[src/rtl/fetch_pkg.sv]
// Shared types and constants for the instruction fetch front-end.
// Configuration macro: INST_FETCH_BYPASS_EN (see inst_fetch_buf.sv).
package fetch_pkg;

    localparam int unsigned INST_W = 32;
    localparam logic [31:0] PC_INC = 32'd4;

    typedef enum logic [1:0] {
        IDLE    = 2'd0,
        REQ     = 2'd1,
        DISCARD = 2'd2
    } fetch_state_e;

    typedef struct packed {
        logic [INST_W-1:0] inst;
        logic [INST_W-1:0] pc;
    } fetch_entry_t;

endpackage

[src/rtl/fetch_fifo.sv]
// Synchronous FIFO of {inst, pc} entries with a single-cycle flush.
// DEPTH must be a power of two (pointers wrap naturally).
module fetch_fifo
    import fetch_pkg::*;
#(
    parameter int unsigned DEPTH = 4
) (
    input  logic                     clk_i,
    input  logic                     rst_ni,
    input  logic                     push_i,
    input  fetch_entry_t             push_data_i,
    input  logic                     pop_i,
    input  logic                     flush_i,
    output logic [$clog2(DEPTH):0]   count_o,
    output fetch_entry_t             head_o
);

    localparam int unsigned PTR_W = $clog2(DEPTH);
    localparam int unsigned CNT_W = PTR_W + 1;

    logic [PTR_W-1:0] rd_ptr_q;
    logic [PTR_W-1:0] wr_ptr_q;
    logic [CNT_W-1:0] count_q;
    fetch_entry_t     mem_q [DEPTH];

    // Storage, pointers and occupancy; flush empties the queue in one cycle.
    always_ff @(posedge clk_i or negedge rst_ni) begin
        if (!rst_ni) begin
            rd_ptr_q <= {PTR_W{1'b0}};
            wr_ptr_q <= {PTR_W{1'b0}};
            count_q  <= {CNT_W{1'b0}};
            for (int unsigned i = 0; i < DEPTH; i++) begin
                mem_q[i] <= '{inst: 32'h0, pc: 32'h0};
            end
        end else if (flush_i) begin
            rd_ptr_q <= {PTR_W{1'b0}};
            wr_ptr_q <= {PTR_W{1'b0}};
            count_q  <= {CNT_W{1'b0}};
        end else begin
            // When full, push and pop together overwrite the slot being popped,
            // which is safe because the head is read combinationally this cycle.
            if (push_i) begin
                mem_q[wr_ptr_q] <= push_data_i;
                wr_ptr_q        <= wr_ptr_q + PTR_W'(1);
            end
            if (pop_i) begin
                rd_ptr_q <= rd_ptr_q + PTR_W'(1);
            end
            case ({push_i, pop_i})
                2'b10:   count_q <= count_q + CNT_W'(1);
                2'b01:   count_q <= count_q - CNT_W'(1);
                default: count_q <= count_q;
            endcase
        end
    end

    assign count_o = count_q;
    assign head_o  = mem_q[rd_ptr_q];

endmodule

[src/rtl/inst_fetch_buf.sv]
// Instruction fetch front-end: issues one outstanding req/ack fetch at a time,
// buffers {inst, pc} in a FIFO and presents them on a valid/ready interface.
// A redirect flushes the buffer and restarts fetch at the new target.
// Optional macro INST_FETCH_BYPASS_EN: zero-latency ack-to-inst path when the
// buffer is empty.
module inst_fetch_buf
    import fetch_pkg::*;
#(
    parameter int unsigned DEPTH    = 4,
    parameter logic [31:0] RESET_PC = 32'h0000_0000
) (
    input  logic        clk,
    input  logic        pcrst,
    output logic        imem_req,
    output logic [31:0] imem_addr,
    input  logic        imem_ack,
    input  logic [31:0] imem_rdata,
    input  logic        redirect,
    input  logic [31:0] redirect_pc,
    output logic        inst_valid,
    output logic [31:0] inst,
    output logic [31:0] inst_pc,
    input  logic        inst_ready
);

    localparam int unsigned      CNT_W   = $clog2(DEPTH) + 1;
    localparam logic [CNT_W-1:0] DEPTH_C = CNT_W'(DEPTH);

    fetch_state_e     state_q, state_d;
    logic [31:0]      fetch_pc_q, fetch_pc_d;
    logic             imem_req_q, imem_req_d;
    logic [31:0]      imem_addr_q, imem_addr_d;

    logic [CNT_W-1:0] fifo_count_s;
    logic [CNT_W-1:0] next_count_s;
    fetch_entry_t     fifo_head_s;
    fetch_entry_t     push_entry_s;
    logic             fifo_valid_s;
    logic             ack_take_s;
    logic             push_s;
    logic             pop_s;
`ifdef INST_FETCH_BYPASS_EN
    logic             bypass_s;
`endif
    logic             unused_rpc_s;

    // The low redirect target bits are forced to word alignment and never read.
    assign unused_rpc_s = ^redirect_pc[1:0];

    // Push/pop qualification, output selection and next FIFO occupancy.
    always_comb begin
        fifo_valid_s = (fifo_count_s != {CNT_W{1'b0}});
        pop_s        = fifo_valid_s && inst_ready;
        // Ack data is only kept for a live request that is not being redirected.
        ack_take_s   = (state_q == REQ) && imem_ack && !redirect;
        push_entry_s.inst = imem_rdata;
        push_entry_s.pc   = fetch_pc_q;
`ifdef INST_FETCH_BYPASS_EN
        bypass_s   = !fifo_valid_s && ack_take_s;
        push_s     = ack_take_s && !(bypass_s && inst_ready);
        inst_valid = fifo_valid_s || bypass_s;
`else
        push_s     = ack_take_s;
        inst_valid = fifo_valid_s;
`endif
        if (fifo_valid_s) begin
            inst    = fifo_head_s.inst;
            inst_pc = fifo_head_s.pc;
`ifdef INST_FETCH_BYPASS_EN
        end else if (bypass_s) begin
            inst    = imem_rdata;
            inst_pc = fetch_pc_q;
`endif
        end else begin
            inst    = 32'h0;
            inst_pc = 32'h0;
        end
        if (redirect) begin
            next_count_s = {CNT_W{1'b0}};
        end else if (push_s && !pop_s) begin
            next_count_s = fifo_count_s + CNT_W'(1);
        end else if (pop_s && !push_s) begin
            next_count_s = fifo_count_s - CNT_W'(1);
        end else begin
            next_count_s = fifo_count_s;
        end
    end

    // Fetch FSM next state, fetch PC update and next request outputs.
    always_comb begin
        state_d    = state_q;
        fetch_pc_d = fetch_pc_q;
        if (redirect) begin
            fetch_pc_d = {redirect_pc[31:2], 2'b00};
            // A request still in flight must be allowed to complete before the
            // new target can be requested.
            if (((state_q == REQ) || (state_q == DISCARD)) && !imem_ack) begin
                state_d = DISCARD;
            end else begin
                state_d = REQ;
            end
        end else begin
            case (state_q)
                IDLE: begin
                    if (next_count_s < DEPTH_C) begin
                        state_d = REQ;
                    end else begin
                        state_d = IDLE;
                    end
                end
                REQ: begin
                    if (imem_ack) begin
                        fetch_pc_d = fetch_pc_q + PC_INC;
                        state_d    = (next_count_s < DEPTH_C) ? REQ : IDLE;
                    end else begin
                        state_d = REQ;
                    end
                end
                DISCARD: begin
                    if (imem_ack) begin
                        state_d = REQ;
                    end else begin
                        state_d = DISCARD;
                    end
                end
                default: state_d = IDLE;
            endcase
        end
        imem_req_d  = (state_d != IDLE);
        // While discarding, the stale address is held until its ack arrives.
        imem_addr_d = (state_d == DISCARD) ? imem_addr_q : fetch_pc_d;
    end

    // FSM state, fetch PC and registered memory request outputs.
    always_ff @(posedge clk or negedge pcrst) begin
        if (!pcrst) begin
            state_q     <= IDLE;
            fetch_pc_q  <= RESET_PC;
            imem_req_q  <= 1'b0;
            imem_addr_q <= RESET_PC;
        end else begin
            state_q     <= state_d;
            fetch_pc_q  <= fetch_pc_d;
            imem_req_q  <= imem_req_d;
            imem_addr_q <= imem_addr_d;
        end
    end

    assign imem_req  = imem_req_q;
    assign imem_addr = imem_addr_q;

    fetch_fifo #(
        .DEPTH (DEPTH)
    ) u_fifo (
        .clk_i       (clk),
        .rst_ni      (pcrst),
        .push_i      (push_s),
        .push_data_i (push_entry_s),
        .pop_i       (pop_s),
        .flush_i     (redirect),
        .count_o     (fifo_count_s),
        .head_o      (fifo_head_s)
    );

endmodule

[config.mk]
export PLATFORM = sky130hd
export DESIGN_NAME = inst_fetch_buf
export DESIGN_NICKNAME = d
export VERILOG_FILES = /design/src/rtl/fetch_pkg.sv /design/src/rtl/fetch_fifo.sv /design/src/rtl/inst_fetch_buf.sv
export SDC_FILE = /design/constraint.sdc
export NUM_CORES = 1
export LEC_CHECK = 0
export ABC_AREA = 1
export CORE_MARGIN = 2
export CORE_UTILIZATION = 28
export CTS_CLUSTER_DIAMETER = 30
export CTS_CLUSTER_SIZE = 8
export DETAILED_ROUTE_END_ITERATION = 10
export GPL_ROUTABILITY_DRIVEN = 0
export GPL_TIMING_DRIVEN = 0
export PLACE_DENSITY_LB_ADDON = 0.1
export SYNTH_ARGS = -nofsm -noshare
export SYNTH_HDL_FRONTEND = slang
export SYNTH_SLANG_ARGS = --single-unit
[constraint.sdc]
create_clock -name clk -period 2.5 [get_ports clk]
set_clock_uncertainty 0.15 [all_clocks]
set_input_delay 0.5 -clock clk [delete_from_list [all_inputs] [get_ports clk]]
set_output_delay 0.5 -clock clk [all_outputs]
set_load 0.02 [all_outputs]
==> flow_summary.ini, run 1 <==
[critical_path]
reg2reg_to = u_fifo.mem_q[185]$_DFFE_PN0P_
crit_top_cell = clkbuf_16
crit_type = register to output pin
end_kind = output pin
startpoint_type = register
cp_max_fo = 6
arrival_ns = 2.11
r2r-start = state_q[1]$_DFF_PN0_
slowest_stage = dfrtp_2
slowest_delay_ns = 0.49
reg2reg_depth = 8
path_buf_inv = 5
required_ns = 1.85
r2r_slack_ns = 0.11
cpLargestDelayFamily = buffers and inverters
worstPathCellList = inv_4 > clkbuf_16 > clkbuf_16 > clkbuf_16 > o21ai_2 > a21oi_2 > buf_4

[floorplan]
rows = 84
ios = 167
start_util_pct = 28.5
die_x_um = 236
core_sq_um = 52900
dieHeight_um = 236
dieArea_sq_um = 55600

[clock_tree]
cts_tree = done
clkLatencyLatePin_ns = 0.62
ctsHtreeMaxLevel = 3
clock_sinks = 330
clockBufferDepth = 3
path_clk_slew_ns = 0.04
clockRootBuffer = clkbuf_16
cts_inserted_buffers = 92

[final_layout]
diodes = 0
post-route-util_pct = 41.2
syn_to_final_growth_pct = 44.9
final_cell_mix = nand2_1 (419), o21ai_0 (348), dfrtp_1 (329), nor2_1 (273), clkbuf_16 (103)
drive_gt1_share_pct = 17.8
final_nets = 2221
final_common_cell = nand2_1
final_area_sq_um = 21800

[drt]
drc = 0
firstDrtPassIters = 5
totalWireLength_mm = 53.2
route.vias.total = 13848
wire_per_inst_um = 18.3
vias_per_cell = 4.77
ant_nets = 0
drt_iter0_drc = 838

[logic_synthesis]
synth_edf_count = 0
async_flop_share_pct = 100
syn_avg_cell_area_sq_um = 8.07
yosysTopAreaCell = dfrtp_1
synth_nets = 1945
ys_seq_area_share_pct = 54.9
synth.area.mux_share_pct = 0.0665
yosys-top-cells-area = dfrtp_1 (55%), o21ai_0 (13%), nand2_1 (10%)
synth_top_area_share_pct = 54.9
syn_area_sq_um = 15000
synth_cell_types = 36
synth-adder-area-share_pct = 0.998
syn_inst = 1864
synth_top_family_by_area = simple AND/OR/NAND/NOR gates
synth_seq_cells = 330
yosys.area_share.simple_pct = 21.7
yosys.area_share.xor_xnor_pct = 0.582
synth-compound-area-share_pct = 16.2
ys.flop_type = dfrtp_1
ys_warn_count = 0

[sta]
drv_slew = 0
final_hold_viol_count = 0
rsz0062_at_grt = true
worst_pin_slew_ns = 0.774
setup_viol = 64
relSlewSlack_pct = 48.4
max_freq_ghz = 0.363
fin_crit_sh_pct = 110
fin_ws_ns = -0.258
post-route-min-period_ns = 2.76

[pwr]
p_leak_uw = 0.00995
power_uw = 28600
vdd_drop_max_mv = 0.574
power_density_nw_per_um2 = 1310

[flow_run]
maxCapViolations = 0

[global_routing]
grt_max_degree = 114
globalRouteOverflowTotal = 0
grt_pass1_vias = 14519
grt_pass1_wl_mm = 84.2
grtUsageTotal_pct = 19.4
antenna_found_initial = 0

[place]
placed_cell_area_sq_um = 17600
hpwl_mm = 35.7
port_buffers = 164

[outcome]
violations = negative setup slack
status = finished, violations left

[hold_path]
hold_path.class = input pin to async pin
## synthesized netlist by cell type (all sizes together), types with 8 or more instances
library cell    n
nand2         426
o21ai         405
dfrtp         330
nor2          291
clkbuf        106
inv            91
a21oi          72
nand3          70
buf            15
nand4          15
ha             12
nor3            9
xor2            8
## area by class of cell
class | count | area, sq um
Fill cell | 5349 | 31100
Sequential cell | 330 | 8260
Multi-Input combinational cell | 1321 | 6340
Clock buffer | 135 | 2740
Timing Repair Buffer | 181 | 1770
Buffer | 121 | 1010
Tap cell | 688 | 861
Clock inverter | 33 | 449
Inverter | 92 | 363
Timing Repair inverter | 1 | 8.76
## metal layers
layer | wire, um | share of wire (%) | track usage [%] | vias to the layer above
li1 | - | - | - | 6671
met1 | 24200 | 45 | 25.3 | 6726
met2 | 25100 | 47 | 31.6 | 354
met3 | 2710 | 5.1 | 4.65 | 97
met4 | 1220 | 2.3 | 6.47 | 0
met5 | 0 | 0 | 0 | -
## worst register-to-register path: stages (launching register included)
cell and delay [ns]:
dfrtp_1 0.36, inv_1 0.09, ha_4 0.19, nand2_8 0.12, nor2_8 0.07, nand2_1 0.15
clkbuf_2 0.41, clkbuf_1 0.52, o21ai_0 0.18
## registers in the layout, summed over array words and instances (netlist names)
| register | cells |
|---|---|
| u_fifo.mem_q | 256 |
| fetch_pc_q | 32 |
| imem_addr | 32 |
| u_fifo.count_o | 3 |
| state_q | 2 |
| u_fifo.rd_ptr_q | 2 |
| u_fifo.wr_ptr_q | 2 |
| imem_req | 1 |
## cell families (layout without fill, tap and decap cells)
logic type	count (synthesis)	in the layout
AO/OA/AOI/OAI	483	483
XOR/XNOR	10	10
multiplexers	1	1
AND/OR/NAND/NOR	815	815
buffers and inverters	213	563
adder cells (fa/ha/maj)	12	12
flip-flops	330	330
## how the worst max path moves through the flow
stage / start / end / slack [ns] / cells past startpoint
global placement: pcrst / imem_addr[26]$_DFFE_PN0P_ / -14.67 / 1
global route: u_fifo.rd_ptr_q[0]$_DFFE_PN0P_ / inst[21] / -0.35 / 7
floorplan: u_fifo.rd_ptr_q[0]$_DFFE_PN0P_ / inst[23] / 0.19 / 6
detailed placement: u_fifo.rd_ptr_q[0]$_DFFE_PN0P_ / inst[24] / -1.39 / 7
finish: u_fifo.rd_ptr_q[0]$_DFFE_PN0P_ / inst[24] / -0.26 / 7
CTS: u_fifo.rd_ptr_q[0]$_DFFE_PN0P_ / inst_pc[23] / -0.29 / 7
## report_power, final
group / leakage, uW / switching [uW] / internal, uW
combinational: 0.00410 / 5180 / 3630
clock: 0.00157 / 3500 / 8320
sequential: 0.00429 / 934 / 7000
total: 0.00995 / 9610 / 18900
## through the flow
step,setup WS [ns],hold slack [ns],setup TNS [ns],std cells
after floorplan,0.188,0.0544,0,1864
after global placement,-14.67,0.310,-5039.09,2716
after detailed placement,-1.39,0.318,-220.41,2719
after CTS,-0.286,0.273,-14.37,2895
after global routing,-0.345,0.295,-19.17,2902
final,-0.258,0.293,-12.43,2902
## what timing repair did
item,4_1_cts,5_1_grt
endpoints found under the setup margin,322,191
hold buffers,1,0
hold endpoints to repair,73,0
cloned,4,1
pin swaps,25,41
setup buffers,3,6
gates resized for setup,546,118
Note: power is estimated with default switching activity, not from simulation.
==> run 2: changes to the inputs <==
- DONT_BUFFER_PORTS: unset -> 1
- SETUP_SLACK_MARGIN: unset -> 0.5
==> run 2 against run 1 <==
Compared with the run above: the flow finishes with violations (negative hold slack, negative setup slack); sequential cell count unchanged; global-route usage increased by 0.94 points; clock power about the same; clock-buffer cell count decreased by 8; design area increased by 9.1%; largest power group unchanged; setup slack improved by 0.086 ns; critical path depth unchanged; register-to-register slack improved by 0.07 ns; largest cell class unchanged; first-iteration DRC count decreased by 7.0%.
==> flow_summary.ini, run 2 (synthesis results as in run 1) <==
[final_layout]
stdcell_count = 2854
diodes = 0
final_cell_mix = nand2_1 (355), dfrtp_1 (328), o21ai_0 (259), nor2_1 (187), clkbuf_16 (121)
largest_register_ffs = 256
drive_gt1_share_pct = 34.3
final_area_sq_um = 23800
final_nets = 2177
max_flop_register = u_fifo.mem_q
syn_to_final_growth_pct = 58.1
post-route-util_pct = 45.0
final_common_cell = nand2_1

[critical_path]
worstPathCellList = buf_12 > clkinv_8 > clkbuf_16 > clkbuf_16 > clkbuf_16 > o21ai_2 > a21oi_4
crit_type = register to output pin
startpoint_type = register
end_kind = output pin
r2r_slack_ns = 0.18
path_buf_inv = 5
cp_max_fo = 7
crit_top_cell = clkbuf_16
slowest_stage = dfrtp_2
slowest_delay_ns = 0.41
cpLargestDelayFamily = buffers and inverters
required_ns = 1.85
arrival_ns = 2.02

[clock_tree]
ctsHtreeMaxLevel = 3
cts_inserted_buffers = 89
clockBufferDepth = 3
cts_tree = done
path_clk_slew_ns = 0.04
clock_sinks = 330
clkLatencyLatePin_ns = 0.60
clockRootBuffer = clkbuf_16

[place]
hpwl_mm = 35.4
port_buffers = 0
dp.cells = 2552
placed_cell_area_sq_um = 16200

[drt]
totalWireLength_mm = 57.1
drc = 0
wire_per_inst_um = 20.0
ant_nets = 0
vias_per_cell = 4.87
route.vias.total = 13899
firstDrtPassIters = 5
drt_iter0_drc = 779

[pwr]
power_uw = 30300
p_leak_uw = 0.0103
power_density_nw_per_um2 = 1280
vdd_drop_max_mv = 0.516

[global_routing]
antenna_found_initial = 0
globalRouteOverflowTotal = 0
grt_max_degree = 331
grtUsageTotal_pct = 20.3
grt_pass1_vias = 14419
grt_pass1_wl_mm = 87.3

[sta]
setup_viol = 64
max_freq_ghz = 0.374
final_hold_viol_count = 331
fin_setup_tns_ns = -6.11
relSlewSlack_pct = 43.8
fin_ws_ns = -0.172
drv_slew = 0
post-route-min-period_ns = 2.67
holdWs_ns = -0.548
fin_crit_sh_pct = 107
worst_pin_slew_ns = 0.842
rsz0062_at_grt = true

[floorplan]
ios = 167
start_util_pct = 28.5
dieHeight_um = 236
rows = 84
dieArea_sq_um = 55600
core_sq_um = 52900
die_x_um = 236

[outcome]
violations = negative hold slack, negative setup slack
status = finished, violations left

[hold_path]
hold_path.class = input pin to async pin

[flow_run]
maxCapViolations = 0
run 2: changes by cell type in the layout (fill, tap and decap cells not counted), moves of 60 or more:
| cell | before | now |
|---|---|---|
| clkdlybuf4s50_1 | 98 | 0 |
| dlygate4sd3_1 | 1 | 61 |
| nand2_1 | 419 | 355 |
| nor2_1 | 273 | 187 |
| o21ai_0 | 348 | 259 |
| o21ai_2 | 15 | 79 |
run 2: layer usage:
layer	track usage, %	part of all wire [%]	up-vias
met5	0	0	-
met2	33.4	48	342
met1	26.7	45	6843
met4	5.50	2.1	0
met3	4.96	5.2	87
li1	-	-	6627
run 2: timing repair:
action,in CTS,in global routing
resized for setup,614,329
setup buffers,33,18
pin swaps,114,165
hold buffers,60,1
endpoints found under the hold margin,469,331
endpoints found under the setup margin,375,333
gates cloned,19,10
run 2: per-stage QoR:
stage                     hold WS [ns]  worst slack, ns
after floorplan                 0.0544            0.492
after global placement          0.0752           -0.275
after detailed placement        0.0747           -0.280
after CTS                       -0.565           -0.210
after global routing            -0.582           -0.249
final                           -0.548           -0.172
run 2: layout make-up:
type                    count  area [sq um]
flip-flops and latches    330          8260
clock buffers             127          2690
multi-input cells        1321          8190
clock inverters            34           385
repair buffers            140          1610
well taps                 688           861
inverters                  92           392
repair inverters            1          11.3
fillers                  5155         29100
plain buffers             121          1390
run 2: final timing paths:
| path | to | cells past startpoint | startpoint |
|---|---|---|---|
| max in group asynchronous | fetch_pc_q[26]$_DFF_PN0_ | 0 | pcrst |
| min in group clk | u_fifo.mem_q[57]$_DFFE_PN0P_ | 2 | imem_rdata[25] |
| hold / removal | u_fifo.mem_q[58]$_DFFE_PN0P_ | 0 | pcrst |
| hold reg to reg | u_fifo.mem_q[110]$_DFFE_PN0P_ | 2 | u_fifo.mem_q[110]$_DFFE_PN0P_ |
| setup reg to reg | imem_addr[14]$_DFFE_PN0P_ | 17 | u_fifo.count_o[1]$_DFFE_PN0P_ |
| setup / recovery | inst[29] | 7 | u_fifo.rd_ptr_q[0]$_DFFE_PN0P_ |
run 2: worst register-to-register path, cell delays in order (launching register included):
cell     delay [ns]
dfrtp_1        0.39
inv_2          0.09
ha_4           0.16
nand2_8        0.15
nand2_8        0.14
nand2_4        0.08
nand3_2        0.07
nand3_2        0.10
nand2_1        0.08
nand2_1        0.05
nand2_1        0.07
nand2_2        0.09
nand2_4        0.12
nand2_8        0.10
buf_12         0.16
buf_8          0.13
nand2_2        0.05
nand2_1        0.05
run 2: report_power, final:
part           switching (uW)  total (uW)  internal (uW)  leakage, uW
clock network            3320       11500           8160      0.00153
registers                1280        8280           7000      0.00429
logic                    6210       10600           4360      0.00452
==> run 3: changes to the inputs <==
- SKIP_LAST_GASP: unset -> 1
==> run 3 against run 2 <==
Compared with the run above: the run still ends with negative hold slack, negative setup slack left; global-route usage down 0.053 points; non-clock buffer count down 2; design area down 0.83%; register-to-register slack about the same; routed wire length down 0.51%; clock power about the same; utilization down 0.37 points; sequential cell count unchanged; worst hold slack about the same; first-iteration DRC count down 3.0%; final cell count about the same; setup slack better by 0.012 ns; critical endpoint is now inst_pc[13]; largest cell class unchanged; highest routed layer unchanged.
==> flow_summary.ini, run 3 (synthesis results as in run 1) <==
[place]
placed_cell_area_sq_um = 16200
place_ws_ns = -0.280
hpwl_mm = 35.4
port_buffers = 0

[sta]
drv_slew = 0
relSlewSlack_pct = 41.0
fin_setup_tns_ns = -6.48
fin_ws_ns = -0.160
setup_viol = 64
post-route-min-period_ns = 2.66
worst_pin_slew_ns = 0.878
rsz0062_at_grt = true
fin_crit_sh_pct = 106
max_freq_ghz = 0.376
holdWs_ns = -0.548
final_hold_viol_count = 330

[critical_path]
slowest_delay_ns = 0.41
reg2reg_depth = 18
end_kind = output pin
r2r_slack_ns = 0.19
cp_max_fo = 10
arrival_ns = 2.01
reg2reg_to = imem_addr[15]$_DFFE_PN0P_
crit_path_end = inst_pc[13]
required_ns = 1.85
crit_start = u_fifo.rd_ptr_q[0]$_DFFE_PN0P_
crit_type = register to output pin
startpoint_type = register
worstPathCellList = buf_12 > clkinv_8 > clkbuf_16 > clkbuf_8 > o21ai_1 > a21oi_4
r2r-start = u_fifo.count_o[1]$_DFFE_PN0P_
slowest_stage = dfrtp_2

[pwr]
power_uw = 30100
power_density_nw_per_um2 = 1280
vdd_drop_max_mv = 0.526
p_leak_uw = 0.0103

[clock_tree]
hold_buffers = 61
clock_sinks = 330
ctsHtreeMaxLevel = 3
path_clk_slew_ns = 0.04
cts_inserted_buffers = 89
clockRootBuffer = clkbuf_16
cts_tree = done
clkLatencyLatePin_ns = 0.60
clockBufferDepth = 3

[global_routing]
gr-max-usage-layer = met2
use_met1_pct = 26.6
grtUsageMet3_pct = 4.88
grt_pass1_vias = 14344
globalRouteOverflowTotal = 0
grtUsageTotal_pct = 20.3
grt_max_degree = 331
grt_pass1_wl_mm = 86.9
antenna_found_initial = 0
grtUsageMet2_pct = 33.1

[floorplan]
dieHeight_um = 236
ios = 167
start_util_pct = 28.5
core_sq_um = 52900
dieArea_sq_um = 55600
rows = 84
die_x_um = 236

[drt]
wire_per_inst_um = 19.9
route.vias.total = 13874
vias_per_cell = 4.86
ant_nets = 0
firstDrtPassIters = 5
totalWireLength_mm = 56.8
drt_iter0_drc = 756
drc = 0

[final_layout]
n_fill_cell = 5173
final_cell_mix = nand2_1 (365), dfrtp_1 (328), o21ai_0 (260), nor2_1 (192), clkbuf_16 (121)
drive_gt1_share_pct = 33.1
final_area_sq_um = 23600
max_flop_register = u_fifo.mem_q
final_nets = 2175
largest_register_ffs = 256
final_common_cell = nand2_1
syn_to_final_growth_pct = 56.8

[flow_run]
maxCapViolations = 0

[hold_path]
hold_path.class = input pin to async pin

[outcome]
status = finished, violations left
violations = negative hold slack, negative setup slack
==> run 3: changes by cell type in the layout (fill, tap and decap cells not counted), sizes merged <==
cell,previous run,this run
diode,0,1
buf,115,113
==> run 3: worst min path at each step <==
stage	end	slack, ns	cells past startpoint	from
2_1_floorplan	fetch_pc_q[0]$_DFF_PN0_	0.05	0	pcrst
3_3_place_gp	u_fifo.mem_q[56]$_DFFE_PN0P_	0.08	0	pcrst
3_5_place_dp	u_fifo.mem_q[56]$_DFFE_PN0P_	0.07	0	pcrst
4_1_cts	u_fifo.mem_q[56]$_DFFE_PN0P_	-0.57	0	pcrst
5_1_grt	u_fifo.mem_q[56]$_DFFE_PN0P_	-0.58	0	pcrst
6_report	u_fifo.mem_q[58]$_DFFE_PN0P_	-0.55	0	pcrst
==> run 3: through the flow <==
stage                     std cells  util, %
after global routing           2852     44.6
final                          2853     44.6
after CTS                      2826     42.2
after floorplan                1864        -
after detailed placement       2552     30.6
after global placement         2552     30.6
==> run 3: worst max-delay path: cells and delay by family (launching register included) <==
family | cells | cell delay, ns
AO/OA/AOI/OAI | 2 | 0.41
buffers and inverters | 4 | 0.59
flip-flops | 1 | 0.41
==> run 3: where the power goes <==
group | switching (uW) | total (uW) | internal, uW
combinational | 6140 | 10400 | 4250
sequential | 1260 | 8260 | 7000
clock | 3320 | 11500 | 8160
==> run 3: repair_timing <==
item,CTS,global route
resized for setup,575,326
endpoints found under the setup margin,375,334
pin swaps,99,151
setup buffers,33,18
cloned,19,8
endpoints found under the hold margin,470,330
==> run 3: layout make-up <==
type / count / area, sq um / area share (%)
clock inverter: 34 / 385 / 1.63
clock buffer: 127 / 2690 / 11.4
timing repair inverter: 1 / 11.3 / 0.0477
tap: 688 / 861 / 3.65
antenna: 1 / 2.50 / 0.0106
sequential: 330 / 8260 / 35.0
multi-input combinational: 1321 / 8060 / 34.2
buffer: 121 / 1360 / 5.76
timing repair buffer: 138 / 1570 / 6.66
inverter: 92 / 392 / 1.66
==> run 3: routing by layer <==
metal / vias up / part of all wire (%)
li1: 6625 / -
met1: 6810 / 45
met2: 356 / 48
met3: 83 / 5.4
met4: 0 / 2.0
met5: - / 0
